## config.mk

```make
export PLATFORM = sky130hd
export DESIGN_NAME = lsu_ctrl
export DESIGN_NICKNAME = d
export VERILOG_FILES = /design/src/rtl/lsu_pkg.sv /design/src/rtl/lsu_decode.sv /design/src/rtl/lsu_ctrl.sv
export SDC_FILE = /design/constraint.sdc
export NUM_CORES = 1
export LEC_CHECK = 0
export CAP_MARGIN = 10
export CORE_AREA = 2 2 90 92
export CTS_CLUSTER_DIAMETER = 200
export CTS_CLUSTER_SIZE = 8
export DETAILED_ROUTE_END_ITERATION = 8
export DIE_AREA = 0 0 92 94
export PLACE_DENSITY = 0.83
export SYNTH_ARGS = -nofsm -noshare
export SYNTH_HDL_FRONTEND = slang
export SYNTH_SLANG_ARGS = --single-unit
export TNS_END_PERCENT = 10
```

## constraint.sdc

```tcl
create_clock -name clk -period 6.8 [get_ports clk]
set_input_delay 0.68 -clock clk [delete_from_list [all_inputs] [get_ports clk]]
set_output_delay 0.68 -clock clk [all_outputs]
set_load 0.01 [all_outputs]
```

## src/rtl/lsu_pkg.sv

```systemverilog
// lsu_pkg: shared op encodings, FSM state type and access-flag bit indices for lsu_ctrl.
package lsu_pkg;
  localparam logic [2:0] OP_B  = 3'b000;
  localparam logic [2:0] OP_H  = 3'b001;
  localparam logic [2:0] OP_W  = 3'b010;
  localparam logic [2:0] OP_BU = 3'b100;
  localparam logic [2:0] OP_HU = 3'b101;
  localparam int NFLAG  = 8;
  localparam int FL_SB  = 0;
  localparam int FL_SH  = 1;
  localparam int FL_SW  = 2;
  localparam int FL_LB  = 3;
  localparam int FL_LH  = 4;
  localparam int FL_LBU = 5;
  localparam int FL_LHU = 6;
  localparam int FL_LW  = 7;
  typedef enum logic [1:0] {S_IDLE, S_ACCESS, S_RESP} state_t;
endpackage

```

## src/rtl/lsu_decode.sv

```systemverilog
// lsu_decode: combinational op legality, alignment and one-hot flag decode.
// Define LSU_MISALIGN_TRAP_EN to make misaligned half/word accesses illegal.
module lsu_decode
  import lsu_pkg::*;
(
  input  logic             we,
  input  logic [2:0]       op,
  input  logic [1:0]       addr_lo,
  output logic             legal,
  output logic [NFLAG-1:0] flags
);
`ifdef LSU_MISALIGN_TRAP_EN
  localparam bit TRAP = 1'b1;
`else
  localparam bit TRAP = 1'b0;
`endif
  logic bad_op, misalign;
  always_comb begin
    bad_op         = op == 3'b011 || op[2:1] == 2'b11 || (we && op[2]);
    misalign       = (op[1:0] == 2'b01 && addr_lo[0]) || (op[1:0] == 2'b10 && addr_lo != 2'b00);
    legal          = !bad_op && !(TRAP && misalign);
    flags          = '0;
    flags[FL_SB]   = we && op == OP_B;
    flags[FL_SH]   = we && op == OP_H;
    flags[FL_SW]   = we && op == OP_W;
    flags[FL_LB]   = !we && op == OP_B;
    flags[FL_LH]   = !we && op == OP_H;
    flags[FL_LBU]  = !we && op == OP_BU;
    flags[FL_LHU]  = !we && op == OP_HU;
    flags[FL_LW]   = !we && op == OP_W;
  end
endmodule

```

## src/rtl/lsu_ctrl.sv

```systemverilog
// lsu_ctrl: single-outstanding load/store controller, IDLE -> ACCESS -> RESP.
// Build with LSU_MISALIGN_TRAP_EN to trap misaligned half/word accesses.
module lsu_ctrl
  import lsu_pkg::*;
#(
  parameter int ADDR_W = 7
) (
  input  logic              clk,
  input  logic              rst,
  input  logic              req_valid,
  output logic              req_ready,
  input  logic              req_we,
  input  logic [2:0]        req_op,
  input  logic [31:0]       req_addr,
  input  logic [31:0]       req_wdata,
  output logic              rsp_valid,
  input  logic              rsp_ready,
  output logic [31:0]       rsp_rdata,
  output logic              rsp_err,
  output logic              dm_ena,
  output logic              dm_r,
  output logic              dm_w,
  output logic              sb_flag,
  output logic              sh_flag,
  output logic              sw_flag,
  output logic              lb_flag,
  output logic              lh_flag,
  output logic              lbu_flag,
  output logic              lhu_flag,
  output logic              lw_flag,
  output logic [ADDR_W-1:0] dm_addr,
  output logic [31:0]       dm_wdata,
  input  logic [31:0]       dm_rdata
);
  state_t            state_q, state_d;
  logic              we_q, we_d, err_q, err_d;
  logic [2:0]        op_q, op_d;
  logic [ADDR_W-1:0] addr_q, addr_d;
  logic [31:0]       wdata_q, wdata_d, rdata_q, rdata_d;
  logic              idle, dec_legal, unused_addr;
  logic [NFLAG-1:0]  dec_flags, flags;
  assign idle        = state_q == S_IDLE;
  assign unused_addr = ^req_addr[31:ADDR_W];
  // Legality is judged on the live request; flags on the latched one.
  lsu_decode u_dec (
    .we      (idle ? req_we : we_q),
    .op      (idle ? req_op : op_q),
    .addr_lo (req_addr[1:0]),
    .legal   (dec_legal),
    .flags   (dec_flags)
  );
  always_comb begin
    state_d   = state_q;
    we_d      = we_q;
    op_d      = op_q;
    addr_d    = addr_q;
    wdata_d   = wdata_q;
    rdata_d   = rdata_q;
    err_d     = err_q;
    req_ready = 1'b0;
    rsp_valid = 1'b0;
    dm_ena    = 1'b0;
    dm_r      = 1'b0;
    dm_w      = 1'b0;
    flags     = '0;
    case (state_q)
      S_IDLE: begin
        req_ready = 1'b1;
        if (req_valid) begin
          we_d    = req_we;
          op_d    = req_op;
          addr_d  = req_addr[ADDR_W-1:0];
          wdata_d = req_wdata;
          rdata_d = '0;
          err_d   = !dec_legal;
          state_d = dec_legal ? S_ACCESS : S_RESP;
        end
      end
      S_ACCESS: begin
        dm_ena  = 1'b1;
        dm_r    = !we_q;
        dm_w    = we_q;
        flags   = dec_flags;
        rdata_d = we_q ? '0 : dm_rdata;
        state_d = S_RESP;
      end
      S_RESP: begin
        rsp_valid = 1'b1;
        state_d   = rsp_ready ? S_IDLE : S_RESP;
      end
      default: state_d = S_IDLE;
    endcase
  end
  always_ff @(posedge clk or posedge rst) begin
    if (rst) begin
      state_q <= S_IDLE;
      we_q    <= 1'b0;
      op_q    <= '0;
      addr_q  <= '0;
      wdata_q <= '0;
      rdata_q <= '0;
      err_q   <= 1'b0;
    end else begin
      state_q <= state_d;
      we_q    <= we_d;
      op_q    <= op_d;
      addr_q  <= addr_d;
      wdata_q <= wdata_d;
      rdata_q <= rdata_d;
      err_q   <= err_d;
    end
  end
  assign rsp_rdata = rdata_q;
  assign rsp_err   = err_q;
  assign dm_addr   = addr_q;
  assign dm_wdata  = wdata_q;
  assign sb_flag   = flags[FL_SB];
  assign sh_flag   = flags[FL_SH];
  assign sw_flag   = flags[FL_SW];
  assign lb_flag   = flags[FL_LB];
  assign lh_flag   = flags[FL_LH];
  assign lbu_flag  = flags[FL_LBU];
  assign lhu_flag  = flags[FL_LHU];
  assign lw_flag   = flags[FL_LW];
endmodule

```

# Yosys cells after proc, flatten, opt, wreduce, memory -nomap -nowiden
# Cells that the tools add are included.
# op_classes
eq_ne	9
n_mux	15
n_reduce_logical	18
# op_table
cell	n
32-bit two-way mux	2
32-bit case mux with 2 select lines	1
1-bit logical AND	9
8-bit two-way mux	1
3-bit by 2-bit == test with 1-bit output, second input constant	2
3-bit == test, second input constant	2
1-bit two-way mux	6
2-bit two-way mux	3
2-bit case mux with 3 select lines	1
2-bit == test, second input constant	2
2-bit AND reduction	2
3-bit by 1-bit == test with 1-bit output, second input constant	1
3-bit logical NOT	1
3-bit two-way mux	1
2-bit by 1-bit == test with 1-bit output, second input constant	1
1-bit logical NOT	2
2-bit logical NOT	1
1-bit logical OR	2
2-bit inequality test, second input constant	1
2-bit nonzero test	1
# word_totals
register_bits	78
out_inout_bits	85
elab_cells	49

# Longest topological paths before layout
# Gate-level depths: netlist of run 1.
# logic_depth
depth_word	8
depth_mapped	5

# Hierarchy
# From an unflattened synthesis of run 1, not the netlist that was laid out.
# hier_totals
hier_cells	206
area_unflattened_um2	3305.7
# modules_own_cells
mod	n_inst	cells_per_inst	area_each_um2	seq_area_each_um2
lsu_ctrl	1	192	3215.6	1951.9
lsu_decode	1	14	90.1	0.0

# Worst setup path before layout of run 1
# OpenSTA, ideal clock, no wires.
# synth_path
path_kind	input -> output
start	in req_op[2]
end	out lb_flag
arrival_ps	1615
t_required_ps	6120
setup_slack_ps	4505
path_stages	3
n_path_buf	0
path_cell_list	or4_1 -> o31a_2 -> nor3_1
# synth_via
elab_chain_cells	4
# synth_rtl
element	line_no	rtl
start: declaration	lsu_ctrl.sv:13	input logic [2:0] req_op,
3-bit two-way mux	lsu_ctrl.sv:47	.op (idle ? req_op : op_q),
3-bit logical NOT	lsu_decode.sv:26	flags[FL_LB] = !we && op == OP_B;
1-bit logical AND	lsu_decode.sv:26	
8-bit two-way mux	lsu_ctrl.sv:66	case (state_q)
end: declaration	lsu_ctrl.sv:26	output logic lb_flag,
# No other way between the ends.

# Worst setup path after layout of run 1
# layout_path
start	in req_op[2]
end	out sw_flag
# layout_via
elab_chain_cells	4
# layout_rtl
element	line_no	rtl
3-bit two-way mux	lsu_ctrl.sv:47	
3-bit by 2-bit == test with 1-bit output	lsu_decode.sv:25	flags[FL_SW] = we && op == OP_W;
1-bit logical AND	lsu_decode.sv:25	
8-bit two-way mux	lsu_ctrl.sv:66	
end: declaration	lsu_ctrl.sv:25	output logic sw_flag,
# No other way between the ends.

==> metrics.md, run 1 <==
| Metric | Value |
|---|---|
| Initial Util | `39.74%` |
| Register area share after synthesis | `between 60% and 70%` |
| Critical Path End Type | `output port` |
| Netlist cell types | `31` |
| Die footprint | `0.008648 mm^2` |
| CTS tree | `done` |
| Cell Rows | `32` |
| Vias per cell | `4.900` |
| CP cell instances | `clkdlybuf4s50_1 -> or4_1 -> o31a_2 -> nor3b_2 -> clkdlybuf4s50_1` |
| Crit path largest cell delay | `0.55 ns` |
| Vias | `2308` |
| Initial antenna violation count | `0` |
| # Post-CTS Setup Buffers | `0` |
| CTS sink count | `78` |
| Post-synth top area share | `64.57%` |
| Largest net degree at the start of global routing | `~80` |
| Max clock buf depth | `2` |
| GPL Wtd Cong | `0.7596` |
| H-tree depth | `3` |
| Largest family of logic cells by synthesized area | `multiplexers` |
| Max Slew Vio Count | `0` |
| Clk slew on worst S/H paths | `around 0.07 ns` |
| RSZ-0062 raised after global routing | `no` |
| Compound-gate portion of the synthesized area | `11.22%` |
| # resized after CTS | `0` |
| N_diodes | `0` |
| Filler cell count in the final layout | `582` |
| Flops & latches, synth | `~80` |
| Pre-CTS WS | `3.564 ns` |
| Fmax | `~310 MHz` |
| Leak Pwr | `0.002060 uW` |
| Avg Cell Area, Syn | `15.19 um^2` |
| Core area | `about 0.0076 mm^2` |
| Synth top area cells | `dfrtp_1 65%, mux2_2 16%, a22o_1 9.3%` |
| Remaining design rule violation count | `0` |
| First-pass GRT wire length | `11.65 mm` |
| Post-Syn Nets | `303` |
| WP buf/inv | `2` |
| CTS Buf Count | `9` |
| Most frequent cells in the layout | `163 x clkdlybuf4s50_1, 78 x dfrtp_1, 42 x mux2_2` |
| Layout cell share with drive strength beyond 1 | `18.70%` |
| Antenna Nets Post-Route | `0` |
| # IOs | `189` |
| Crit-path slowest cell | `clkdlybuf4s50_1` |
| Slew margin rel. | `37.10%` |
| Adder-Cell Fraction of Synth Area | `0%` |
| Hold_buf cts | `0` |
| Synthesized area | `approximately 0.0030 mm^2` |
| Period Utilization, post-route | `47.68%` |
| Largest delay share family, worst path | `buffers and inverters` |
| Final setup vio count | `0` |
| Simple-gate area share of the yosys netlist | `4.884%` |
| Max FO, Critical Path | `4` |
| Layout area overhead | `63.00%` |
| Die width | `92 um` |
| Final hold viol count | `0` |
| CP Data Arrival Time | `2.56 ns` |
| CP dominant cell by count | `clkdlybuf4s50_1` |
| Crit path time final | `3.242 ns` |
| GRT Util Overall | `roughly 17%` |
| Commonest non-fill, non-tap cell in the layout | `clkdlybuf4s50_1` |
| XOR/XNOR Fraction of Synth Area | `0%` |
| Ys Warns | `0` |
| Post-Route Skew | `0.008341 ns` |
| Final Worst Setup Slack | `3.558 ns` |
| Clk_lat worst skew | `0.33 ns` |
| Critical Path RT | `6.12 ns` |
| Type of origin of the critical path | `primary input` |
| WL final | `between 7 and 8 mm` |
| TritonRoute pass-1 iters | `4` |
| Max-cap violation count | `0` |
| Mapped Cells | `~200` |
| Mux contribution to synthesized area | `15.98%` |
| Largest vdd supply drop | `159.8 uV` |
| Fin util | `64.77%` |
| Slew @ Worst Pin | `0.9435 ns` |
| Detail Placement HPWL | `5.300 mm` |
| PwrDens | `386.7 mW/mm^2` |
| Final setup TNS | `0 ns` |
| Critical path type | `primary input to output port` |
| GRT Residual Overflow | `0` |
| DRT iter0 DRCs | `47` |
| Layout Nets | `approximately 470` |
| Status | `finished, final reports clean` |
| CTS root buf | `clkbuf_8` |
| Chip height | `94 um` |
| Vias in the first global route | `2325` |
| # port buffers | `163` |
| Cell taking the most area after synthesis | `dfrtp_1` |
| WL per Instance | `around 16 um` |
| Total power draw | `roughly 1900 uW` |
| Hold crit path type | `flip-flop to flip-flop` |
[metal layers]
layer	share of wire [%]	global-route usage, %	up-vias
li1	-	-	1063
met1	42	20.76	1126
met2	50	29.60	111
met3	6.9	5.136	8
met4	1.2	5.970	0
met5	0	0	-
[cell usage after synthesis]
cell type / number
a21oi_1: 1
a22o_1: 32
and2_1: 1
and2b_4: 1
and4b_1: 1
buf_1: 1
buf_2: 3
buf_4: 2
buf_6: 4
clkbuf_1: 2
dfrtp_1: 78
inv_1: 3
inv_2: 1
mux2_2: 42
mux2i_1: 1
nand2_1: 2
nand2b_2: 1
nor2_1: 4
nor2b_1: 1
nor3_1: 3
nor3_2: 1
nor3b_1: 1
nor3b_2: 2
nor4b_1: 1
o21a_1: 1
o21ai_0: 4
o21bai_1: 1
o31a_1: 1
o31a_2: 1
or4_1: 1
or4b_1: 1
[registers in the layout, summed over array words and instances (netlist names)]
signal	cells
op_q	3
dm_addr	7
rsp_rdata	32
rsp_err	1
state_q	2
we_q	1
dm_wdata	32
[final cells by class]
type / count / area, um^2 / area share, %
Multi-Input combinational cell: 105 / 978.4 / 19.86
Timing Repair Buffer: 166 / 1662 / 33.72
Tap cell: 102 / 127.6 / 2.590
Inverter: 4 / 16.27 / 0.3301
Sequential cell: 78 / 1952 / 39.61
Clock inverter: 5 / 60.06 / 1.219
Clock buffer: 11 / 131.4 / 2.666
[through the flow]
step	instance area, um^2	cells	hold slack, ns
after detailed placement	4721	454	0.4928
after CTS	4912	470	0.5104
after global placement	4721	454	0.4878
final	4927	471	0.5058
after global routing	4927	471	0.5169
after floorplan	3023	199	0.4941
[power breakdown]
part	switching, uW	internal [uW]
Clock	161	171
Sequential	110	646
Combinational	302	516
Total	573	1330
[cells by family after synthesis]
kind of cell	after synthesis
buffers and inverters	16
AND/OR/NAND/NOR	21
AO/OA/AOI/OAI	41
flip-flops	78
multiplexers	43
[final timing paths]
kind / from / to / slack, ns / depth (start not counted)
worst max register to register: state_q[0] / dm_wdata[26] / 4.71 / 3
max in group asynchronous: rst / rsp_rdata[20] / 5.23 / 3
worst max-delay path: req_op[2] / sw_flag / 3.56 / 5
min in group asynchronous: rst / rsp_rdata[11] / 0.94 / 3
worst min-delay path: dm_wdata[9] / dm_wdata[9] / 0.51 / 1
worst min register to register: dm_wdata[9] / dm_wdata[9] / 0.51 / 1
Note: power is estimated with default switching activity, not from simulation.
==> run 2: changes to the inputs <==
- CORE_AREA: 2 2 90 92 -> 2 2 94 96
- DIE_AREA: 0 0 92 94 -> 0 0 96 98
- PLACE_DENSITY: 0.83 -> 0.77
- clock period: 6.8 -> 3.15 ns (I/O delays scaled with it)
==> run 2 against run 1 <==
Critical path depth fell by 1. Register-to-register slack worse by 3.3 ns. Clock-buffer cell count stayed put. Global-route usage down 1.6 points. Worst hold slack worse by 0.22 ns. Sequential share of layout area decreased by 0.36 points. Setup slack got worse by 2.9 ns.
==> metrics.md, run 2 (synthesized netlist as in run 1, its figures left out) <==
| Metric | Value |
|---|---|
| Status | `finished, final reports clean` |
| Final setup vio count | `0` |
| Worst R2R Start | `state_q[0]` |
| H-tree depth | `3` |
| Cell Rows | `34` |
| Vias in the first global route | `2360` |
| CP Data Arrival Time | `2.22 ns` |
| Most frequent cells in the layout | `163 x clkdlybuf4s50_1, 78 x dfrtp_1, 42 x mux2_2` |
| PwrDens | `846.5 mW/mm^2` |
| # IOs | `189` |
| Leak Pwr | `0.002079 uW` |
| Final hold viol count | `0` |
| Antenna Nets Post-Route | `0` |
| Critical path type | `flip-flop to output port` |
| Clk slew on worst S/H paths | `0.08 ns` |
| WL per Instance | `15.51 um` |
| Max clock buf depth | `2` |
| Max-cap violation count | `0` |
| Type of origin of the critical path | `flip-flop` |
| Hold crit path type | `primary input to asynchronous set/reset pin` |
| Core area | `0.008466 mm^2` |
| DP Cell Count | `464` |
| # port buffers | `163` |
| Die width | `96 um` |
| Critical Path RT | `2.83 ns` |
| N_diodes | `0` |
| Critical Path End Type | `output port` |
| GRT Util Overall | `15.67%` |
| Hold_ws | `0.2814 ns` |
| Layout Nets | `471` |
| Initial antenna violation count | `0` |
| DRT iter0 DRCs | `49` |
| Vias per cell | `4.885` |
| CTS sink count | `78` |
| WL final | `7.447 mm` |
| TritonRoute pass-1 iters | `4` |
| Chip height | `98 um` |
| Clk_lat worst skew | `approximately 0.33 ns` |
| Fmax | `395.2 MHz` |
| Pre-CTS WS | `0.6213 ns` |
| Vias | `approximately 2300` |
| Max FO, Critical Path | `8` |
| Post-Layout Cell Count | `480` |
| Critical path origin | `state_q[1]` |
| CTS tree | `done` |
| # resized after CTS | `0` |
| CTS root buf | `clkbuf_8` |
| Layout area overhead | `64.49%` |
| Largest net degree at the start of global routing | `41` |
| Crit path largest cell delay | `around 0.55 ns` |
| Remaining design rule violation count | `0` |
| Slew margin rel. | `~67%` |
| Final setup TNS | `0 ns` |
| First-pass GRT wire length | `11.50 mm` |
| Die footprint | `0.009408 mm^2` |
| Detail Placement HPWL | `roughly 5.5 mm` |
| Crit path time final | `2.530 ns` |
| GRT Residual Overflow | `0` |
| WP buf/inv | `1` |
| Period Utilization, post-route | `80.33%` |
| Max Slew Vio Count | `0` |
| Largest delay share family, worst path | `simple AND/OR/NAND/NOR gates` |
| # Post-CTS Setup Buffers | `0` |
| Layout cell share with drive strength beyond 1 | `19.35%` |
| Slew @ Worst Pin | `between 0.4 and 0.5 ns` |
| CTS Buf Count | `9` |
| Final Worst Setup Slack | `0.6196 ns` |
| Initial Util | `35.71%` |
| Largest vdd supply drop | `403.9 uV` |
| Hold_buf cts | `0` |
| Post-Route Skew | `0.006654 ns` |
| CP cell instances | `or4_1 -> o31a_2 -> nor3b_2 -> clkdlybuf4s50_1` |
| Commonest non-fill, non-tap cell in the layout | `clkdlybuf4s50_1` |
| Crit-path slowest cell | `clkdlybuf4s50_1` |
| GPL Wtd Cong | `0.8288` |
| RSZ-0062 raised after global routing | `no` |
run 2: per-stage QoR:
stage	total power (uW)	area [um^2]	utilization, %
6_report	4209	4972	58.73
4_1_cts	4271	4972	58.73
5_1_grt	4466	4972	58.73
3_5_place_dp	3448	4757	56.19
2_1_floorplan	2440	3023	-
3_3_place_gp	3391	4757	56.19
run 2: power breakdown:
group	internal, uW	switching (uW)	leakage (uW)
clock network	449	355	0.0000998
registers	1390	237	0.000980
logic	1120	659	0.00100
run 2: layout make-up:
class / count / area [um^2]
Fill cell: 694 / 3493
Sequential cell: 78 / 1952
Tap cell: 108 / 135.1
Clock buffer: 11 / 131.4
Inverter: 4 / 15.01
Multi-Input combinational cell: 105 / 978.4
Timing Repair Buffer: 169 / 1677
Clock inverter: 5 / 83.83
run 2: metal layers:
| layer | vias to the layer above | track usage, % | share of wire, % |
|---|---|---|---|
| met5 | - | 0 | 0 |
| met4 | 0 | 3.736 | 1.1 |
| met3 | 8 | 5.941 | 8.6 |
| met2 | 113 | 26.55 | 49 |
| met1 | 1160 | 18.64 | 41 |
| li1 | 1064 | - | - |
run 2: final timing paths:
check | endpoint | slack [ns] | depth (start not counted)
max | sw_flag | 0.62 | 4
min | rsp_rdata[13] | 0.28 | 2
max reg2reg | dm_addr[5] | 1.41 | 3
min reg2reg | dm_wdata[16] | 0.51 | 1
max in group asynchronous | dm_wdata[16] | 2.10 | 3
min in group clk | dm_wdata[16] | 0.51 | 1
==> run 3: changes to the inputs <==
- clock period: 3.15 -> 2.45 ns (I/O delays scaled with it)
==> run 3 against run 2 <==
Flip-flop and latch count stayed put. Sequential share of layout area is 0.24 points lower. Final area is 0.75% higher. Clock power is 31% higher. Critical path depth stayed put. Setup slack worse by 0.53 ns. Critical endpoint is now lh_flag. Largest power group unchanged.
==> metrics.md, run 3 (synthesized netlist as in run 1, its figures left out) <==
| Metric | Value |
|---|---|
| H-tree depth | `3` |
| # port buffers | `163` |
| TritonRoute pass-1 iters | `4` |
| WP buf/inv | `1` |
| Critical path type | `flip-flop to output port` |
| Final setup vio count | `0` |
| Type of origin of the critical path | `flip-flop` |
| Final setup TNS | `0 ns` |
| Clk slew on worst S/H paths | `around 0.080 ns` |
| Reg2reg path depth | `5` |
| Layout area overhead | `65.73%` |
| Initial Util | `35.71%` |
| Critical path origin | `state_q[1]` |
| CTS Buf Count | `9` |
| Commonest non-fill, non-tap cell in the layout | `clkdlybuf4s50_1` |
| GRT Util Overall | `about 14%` |
| Crit path time final | `2.365 ns` |
| PwrDens | `1083 mW/mm^2` |
| Slew @ Worst Pin | `0.3955 ns` |
| Clk_lat worst skew | `0.33 ns` |
| Vias in the first global route | `2199` |
| Vias | `between 2000 and 2500` |
| WL per Instance | `14.76 um` |
| Largest vdd supply drop | `417.7 uV` |
| Die footprint | `0.009408 mm^2` |
| Fmax | `between 400 and 500 MHz` |
| CTS sink count | `78` |
| Filler cell count in the final layout | `roughly 680` |
| Hold crit path type | `primary input to asynchronous set/reset pin` |
| Max-cap violation count | `0` |
| DP Cell Count | `463` |
| Status | `finished, final reports clean` |
| WL final | `7.071 mm` |
| Capturing point of the worst reg2reg path | `rsp_rdata[10]` |
| Chip height | `just under 100 um` |
| Slew margin rel. | `73.63%` |
| Hold_buf cts | `0` |
| Post-Layout Cell Count | `479` |
| Largest delay share family, worst path | `simple AND/OR/NAND/NOR gates` |
| Cell Rows | `34` |
| Antenna Nets Post-Route | `0` |
| CTS tree | `done` |
| CTS root buf | `clkbuf_8` |
| Detail Placement HPWL | `5.114 mm` |
| Final hold viol count | `0` |
| # IOs | `189` |
| Core area | `0.008466 mm^2` |
| First-pass GRT wire length | `10.57 mm` |
| Crit-path slowest cell | `clkdlybuf4s50_1` |
| CP Data Arrival Time | `roughly 2.1 ns` |
| Reg-to-reg slack, setup | `0.91 ns` |
| DRT iter0 DRCs | `60` |
| Max clock buf depth | `2` |
| Period Utilization, post-route | `96.52%` |
| Worst R2R Start | `state_q[1]` |
| GPL Wtd Cong | `0.7838` |
| Leak Pwr | `0.002175 uW` |
| Most frequent cells in the layout | `157 x clkdlybuf4s50_1, 76 x dfrtp_1, 42 x mux2_2` |
| GRT Residual Overflow | `0` |
| Critical Path End Type | `output port` |
| Layout Nets | `470` |
| Initial antenna violation count | `0` |
| Remaining design rule violation count | `0` |
| Critical Path RT | `2.20 ns` |
| Layout cell share with drive strength beyond 1 | `20.22%` |
| Critical Path End | `lh_flag` |
| Post-Route Skew | `0.009241 ns` |
| Max Slew Vio Count | `0` |
| Crit. path cell count | `4` |
| Crit path largest cell delay | `0.56 ns` |
| Die width | `96 um` |
| Vias per cell | `4.737` |
| CP cell instances | `or4b_1 -> o31a_1 -> nor3_1 -> clkdlybuf4s50_1` |
| RSZ-0062 raised after global routing | `no` |
| Largest net degree at the start of global routing | `79` |
| Max FO, Critical Path | `8` |
| # Post-CTS Setup Buffers | `0` |
| N_diodes | `0` |
run 3: per-layer routing:
layer	part of all wire (%)	track usage, %	vias up
met2	47	22.86	110
met3	8.9	4.321	5
met1	43	18.70	1095
li1	-	-	1059
met4	0.96	5.275	0
met5	0	0	-
run 3: what timing repair did:
item,CTS,global route
gates resized for setup,3,6
endpoints found under the hold margin,0,0
gates cloned,0,0
setup endpoints to repair,3,5
run 3: how the worst min path moves through the flow:
stage | depth (start not counted) | to | slack [ns] | start
2_1_floorplan | 2 | op_q[0] | 0.36 | req_op[0]
4_1_cts | 3 | dm_wdata[27] | 0.32 | rst
6_report | 3 | dm_wdata[27] | 0.31 | rst
3_3_place_gp | 1 | dm_wdata[4] | 0.49 | dm_wdata[4]
3_5_place_dp | 1 | rsp_rdata[23] | 0.49 | rsp_rdata[23]
5_1_grt | 3 | dm_wdata[24] | 0.35 | rst
run 3: worst min-delay path, cell delays in order:
cell             delay (ns)
clkdlybuf4s50_1        0.41
inv_2                  0.07
buf_12                 0.34
run 3: power breakdown:
part | switching, uW | internal, uW
Combinational | 835 | 1450
Sequential | 299 | 1800
Clock | 442 | 604
Total | 1580 | 3850
run 3: per-stage QoR:
stage / total power [uW] / util, % / cell area (um^2) / setup slack [ns] / hold slack (ns)
finish: 5423 / 59.18 / 5010 / 0.08523 / 0.3091
global route: 5757 / 59.18 / 5010 / 0.01504 / 0.3520
CTS: 5505 / 59.02 / 4996 / 0.003183 / 0.3159
detailed placement: 4429 / 56.40 / 4775 / 0.04811 / 0.4919
global placement: 4377 / 56.40 / 4775 / 0.09585 / 0.4885
floorplan: 3137 / - / 3023 / 0.2100 / 0.3618
run 3: layout make-up:
| type | instances | area, um^2 | share of cell area [%] |
|---|---|---|---|
| Sequential cell | 78 | 1954 | 39.01 |
| Timing Repair Buffer | 168 | 1702 | 33.97 |
| Multi-Input combinational cell | 105 | 980.9 | 19.58 |
| Clock buffer | 11 | 141.4 | 2.822 |
| Tap cell | 108 | 135.1 | 2.697 |
| Clock inverter | 5 | 81.33 | 1.623 |
| Inverter | 4 | 15.01 | 0.2997 |
